==> src/rtl/dmem_port_arbiter.sv <==
// dmem_port_arbiter: round-robin arbiter sharing one synchronous dmem port
// between requester 0 (load/store path) and requester 1 (debug/loader).
// One transaction at a time: grant in IDLE, drive dmem in ISSUE, and for
// reads wait READ_LATENCY edges in WAIT before returning q_dmem to the owner.
//
// Ports:
//   clock, reset          clock; asynchronous active-low reset
//   reqX, weX, addrX,     requester X request (held until gntX), write flag,
//   wdataX                address and write data
//   gntX                  one-cycle pulse: request X accepted
//   rvalidX, rdataX       one-cycle read-data-valid pulse and held read data
//   address_dmem, data,   dmem address, write data and write enable
//   wren
//   q_dmem                dmem read data
//   gnt_count0/1          16-bit saturating grant counters (only with
//                         DMEM_ARB_STATS_EN defined)
module dmem_port_arbiter #(
    parameter int ADDR_W       = 12,
    parameter int DATA_W       = 32,
    parameter int READ_LATENCY = 1
) (
    input  logic              clock,
    input  logic              reset,
    input  logic              req0,
    input  logic              we0,
    input  logic [ADDR_W-1:0] addr0,
    input  logic [DATA_W-1:0] wdata0,
    output logic              gnt0,
    output logic              rvalid0,
    output logic [DATA_W-1:0] rdata0,
    input  logic              req1,
    input  logic              we1,
    input  logic [ADDR_W-1:0] addr1,
    input  logic [DATA_W-1:0] wdata1,
    output logic              gnt1,
    output logic              rvalid1,
    output logic [DATA_W-1:0] rdata1,
    output logic [ADDR_W-1:0] address_dmem,
    output logic [DATA_W-1:0] data,
    output logic              wren,
`ifdef DMEM_ARB_STATS_EN
    output logic [15:0]       gnt_count0,
    output logic [15:0]       gnt_count1,
`endif
    input  logic [DATA_W-1:0] q_dmem
);
    typedef enum logic [1:0] {IDLE, ISSUE, WAIT} state_t;
    state_t     state, state_nx;
    logic       last;
    logic       owner;
    logic       owner_we;
    logic [2:0] cnt;

    // gnt is gated by reset so every output reads 0 while reset is held
    always_comb begin
        state_nx = state;
        gnt0     = 1'b0;
        gnt1     = 1'b0;
        case (state)
            IDLE: begin
                gnt0 = reset & req0 & (~req1 | last);
                gnt1 = reset & req1 & (~req0 | ~last);
                state_nx = (gnt0 | gnt1) ? ISSUE : IDLE;
            end
            ISSUE:   state_nx = owner_we ? IDLE : WAIT;
            WAIT:    state_nx = (cnt == 3'd0) ? IDLE : WAIT;
            default: state_nx = IDLE;
        endcase
    end

    // the state register clears asynchronously, so wren drops with reset
    assign wren = (state == ISSUE) & owner_we;

    always_ff @(posedge clock or negedge reset) begin
        if (!reset) begin
            state        <= IDLE;
            last         <= 1'b1;
            owner        <= 1'b0;
            owner_we     <= 1'b0;
            cnt          <= 3'd0;
            address_dmem <= '0;
            data         <= '0;
            rvalid0      <= 1'b0;
            rvalid1      <= 1'b0;
            rdata0       <= '0;
            rdata1       <= '0;
        end else begin
            state   <= state_nx;
            rvalid0 <= 1'b0;
            rvalid1 <= 1'b0;
            if (gnt0 | gnt1) begin
                owner        <= gnt1;
                owner_we     <= gnt1 ? we1 : we0;
                address_dmem <= gnt1 ? addr1 : addr0;
                data         <= gnt1 ? wdata1 : wdata0;
                last         <= gnt1;
            end
            if (state == ISSUE)
                cnt <= 3'(READ_LATENCY - 1);
            else if (state == WAIT && cnt != 3'd0)
                cnt <= cnt - 3'd1;
            if (state == WAIT && cnt == 3'd0) begin
                if (owner) begin
                    rvalid1 <= 1'b1;
                    rdata1  <= q_dmem;
                end else begin
                    rvalid0 <= 1'b1;
                    rdata0  <= q_dmem;
                end
            end
        end
    end

`ifdef DMEM_ARB_STATS_EN
    always_ff @(posedge clock or negedge reset) begin
        if (!reset) begin
            gnt_count0 <= 16'd0;
            gnt_count1 <= 16'd0;
        end else begin
            if (gnt0 && gnt_count0 != 16'hFFFF)
                gnt_count0 <= gnt_count0 + 16'd1;
            if (gnt1 && gnt_count1 != 16'hFFFF)
                gnt_count1 <= gnt_count1 + 16'd1;
        end
    end
`endif
endmodule

==> config.mk <==
export PLATFORM = sky130hd
export DESIGN_NAME = dmem_port_arbiter
export DESIGN_NICKNAME = d
export VERILOG_FILES = /design/src/rtl/dmem_port_arbiter.sv
export SDC_FILE = /design/constraint.sdc
export NUM_CORES = 1
export LEC_CHECK = 0
export CAP_MARGIN = 10
export CORE_MARGIN = 2
export CORE_UTILIZATION = 45
export DETAILED_ROUTE_END_ITERATION = 12
export PLACE_DENSITY = 0.88
export SYNTH_ARGS = -nofsm -noshare
export SYNTH_HDL_FRONTEND = slang
export SYNTH_SLANG_ARGS = --single-unit
==> constraint.sdc <==
create_clock -name clock -period 3.79 [get_ports clock]
set_clock_uncertainty 0.2 [all_clocks]
set_input_delay 0.758 -clock clock [delete_from_list [all_inputs] [get_ports clock]]
set_output_delay 0.758 -clock clock [all_outputs]
set_load 0.02 [all_outputs]
==> results.yml <==
final_layout:
  drive_gt1_share_pct: 15.86
  syn_to_final_growth_pct: 59.48
  nets: 796
  antenna_cells: 0
grt:
  grt_pass1_wl_mm: 24.54
  grt_pass1_vias: 4720
  grtUsageTotal_pct: 25.23
  grt-ovfl-total: 0
  grt_start_max_net_pins: 95
  antenna_found_initial: 0
pwr:
  vdd_drop_max_mv: 0.5371
  leakage_uw: 0.003243
  power_density_nw_per_um2: 763.0
sta:
  rsz0062_at_grt: "false"
  setup_tns_ps: 0
  relSlewSlack_pct: 40.04
  fmax_ghz: 0.3005
  finalHoldViolations: 0
  fin_ws_ps: 462.4
  post-route-min-period_ps: 3328
  fin_crit_sh_pct: 87.80
  slew_viol_final: 0
  worstMarginPinSlew_ps: 899.4
  hold_slack_ps: 4.252
  finalSetupViolations: 0
synthesis:
  syn_area_um2: 5110
  async_flop_share_pct: 100.0
  synth.most_common_cell: "dfrtp_1"
  yosysUniqueCellTypes: 32
  yosysWarnings: 0
  avgSynthCellArea_um2: 11.51
  synth_edf_count: 0
  ys.flop_type: "dfrtp_1"
  synth_top_area_share_pct: 57.30
  synthTopCellsByArea: "dfrtp_1 57%, mux2_2 14%, a31oi_1 5.6%"
  ys_seq_area_share_pct: 57.81
  synthTopCellsByCount: "117 x dfrtp_1, 64 x mux2_2, 49 x a21oi_1"
  synthesis.nets: 572
  ys_ff_latch: 118
  yosys.area.top_type: "dfrtp_1"
  synthCells: 444
cts:
  htree_levels: 4
  post_cts_buffers: 0
  numCtsBuffers: 17
  cts_tree: "done"
  clock_sinks: 118
  cts-resized-gates: 0
  clock_path_buffers: 2
  hold_buffers: 0
  root_buffer: "clkbuf_16"
  clk_transition_reported_paths_ps: 50
  clock_latency_ps: 410
critical_path:
  slowest_stage: "clkdlybuf4s50_1"
  worst-path-stages: 4
  path_max_fanout: 6
  endpoint: "gnt1"
  critPathMaxStageDelay_ps: 630
  reg2reg_from: "state[1]"
  r2r_cells: 5
  startpoint: "req1"
  cp-end-kind: "primary output"
  worstPathArrival_ps: 2370
  crit_buf_inv: 2
  worst_r2r_endpoint: "data[10]"
  cp_cell_sequence: "clkdlybuf4s50_1, a21bo_1, nor2_1, clkdlybuf4s50_1"
  reg2reg_setup_slack_ps: 1000
  worst_setup_path_start_kind: "input port"
  worst_path_most_repeated_cell: "clkdlybuf4s50_1"
  cp_top_family: "buffers and inverters"
  critical_path_class: "input port to primary output"
  cp_data_required_time_ps: 2830
place:
  dp_slack_ps: 466.7
  dp_hpwl_mm: 10.41
  gp_congestion: 0.8146
  portBuffers: 238
floorplanning:
  dieArea_um2: 12220
  initial_core_util_pct: 46.53
  io-pin-count: 239
  coreArea_um2: 10980
  rows: 38
  fp.dieH_um: 110.6
  die_w_um: 110.6
worst_hold_path:
  holdCritPathClass: "input port to async pin"
drt:
  vias_per_cell: 5.658
  drtPass1Iterations: 5
  wirelength_mm: 15.40
  routedWlPerCell_um: 18.75
  drt_iter0_drc: 393
  drc_errors: 0
  drtAntennaViolNets: 0
  vias: 4645
outcome:
  status: "finished clean"
flow_run:
  max_cap_viol_count: 0
worst register-to-register path: cells and delay by family, from the launching register on:
| kind | cells | cell delay, ps |
|---|---|---|
| AOI/OAI and AO/OA | 1 | 210 |
| buffers and inverters | 2 | 1160 |
| and+or+nand+nor | 2 | 510 |
| DFF | 1 | 550 |
sequential cells by signal, indices dropped and copies added (netlist names):
signal	cells
last	1
rdata0	32
owner	1
cnt	3
state	2
address_dmem	12
owner_we	1
data	32
rdata1	32
rvalid0	1
rvalid1	1
report_power, final:
part / total [µW] / switching (µW) / internal [µW]
Sequential: 2060 / 308 / 1760
Clock: 1650 / 544 / 1110
Combinational: 2500 / 1220 / 1280
cells in the final DEF, fill, tap and decap left out, types with 2 or more instances in the layout:
| master | instances |
|---|---|
| nor2_1 | 2 |
| o22ai_1 | 2 |
| nand3_1 | 46 |
| mux2_2 | 64 |
| dfrtp_1 | 117 |
| o21ai_0 | 47 |
| inv_1 | 5 |
| ha_1 | 2 |
| a31oi_1 | 46 |
| clkinv_2 | 5 |
| clkbuf_1 | 4 |
| buf_4 | 10 |
| nor2b_1 | 4 |
| clkbuf_16 | 17 |
| bufinv_16 | 4 |
| and3_1 | 2 |
| a21oi_1 | 49 |
| nand2b_1 | 2 |
| clkdlybuf4s50_1 | 237 |
worst min path at each step:
stage / startpoint / depth (start not counted) / slack [ps] / to
5_1_grt: reset / 1 / 10 / data[31]
4_1_cts: reset / 1 / 2 / state[0]
3_3_place_gp: owner_we / 1 / 290 / state[1]
6_report: reset / 1 / 4 / data[24]
3_5_place_dp: owner_we / 1 / 280 / state[1]
2_1_floorplan: owner_we / 1 / 240 / state[1]
per-layer routing:
layer | up-vias | track usage, % | wire length (µm)
met5 | - | 0 | 0
met4 | 0 | 9.750 | 420
met3 | 43 | 10.32 | 1471
met2 | 274 | 40.65 | 7429
met1 | 2240 | 30.33 | 6075
li1 | 2088 | - | -
per-stage QoR:
step                total power [µW]  std cells  util [%]  instance area (µm²)
detailed placement              4559        789     68.67                 7542
CTS                             6256        821     74.20                 8149
global route                    6492        821     74.20                 8149
finish                          6218        821     74.20                 8149
floorplan                       3222        444         -                 5110
global placement                4466        789     68.67                 7542
cell families (layout without fill, tap and decap cells):
kind of cell | count (synthesis) | in the layout | synth area share (%)
compound gates | 149 | 149 | 16.14
flops | 118 | 118 | 57.81
mux | 64 | 64 | 14.10
simple gates | 63 | 63 | 7.028
buf+inv | 48 | 285 | 4.432
fa+ha+maj | 2 | 2 | 0.4896
layout make-up:
class | count | area (µm²)
clock buffer | 22 | 454.2
sequential | 118 | 2954
tap | 140 | 175.2
fill | 719 | 2834
clock inverter | 10 | 152.6
inverter | 6 | 22.52
multi-input combinational | 278 | 1943
timing repair buffer | 247 | 2447
Note: power is estimated with default switching activity, not from simulation.
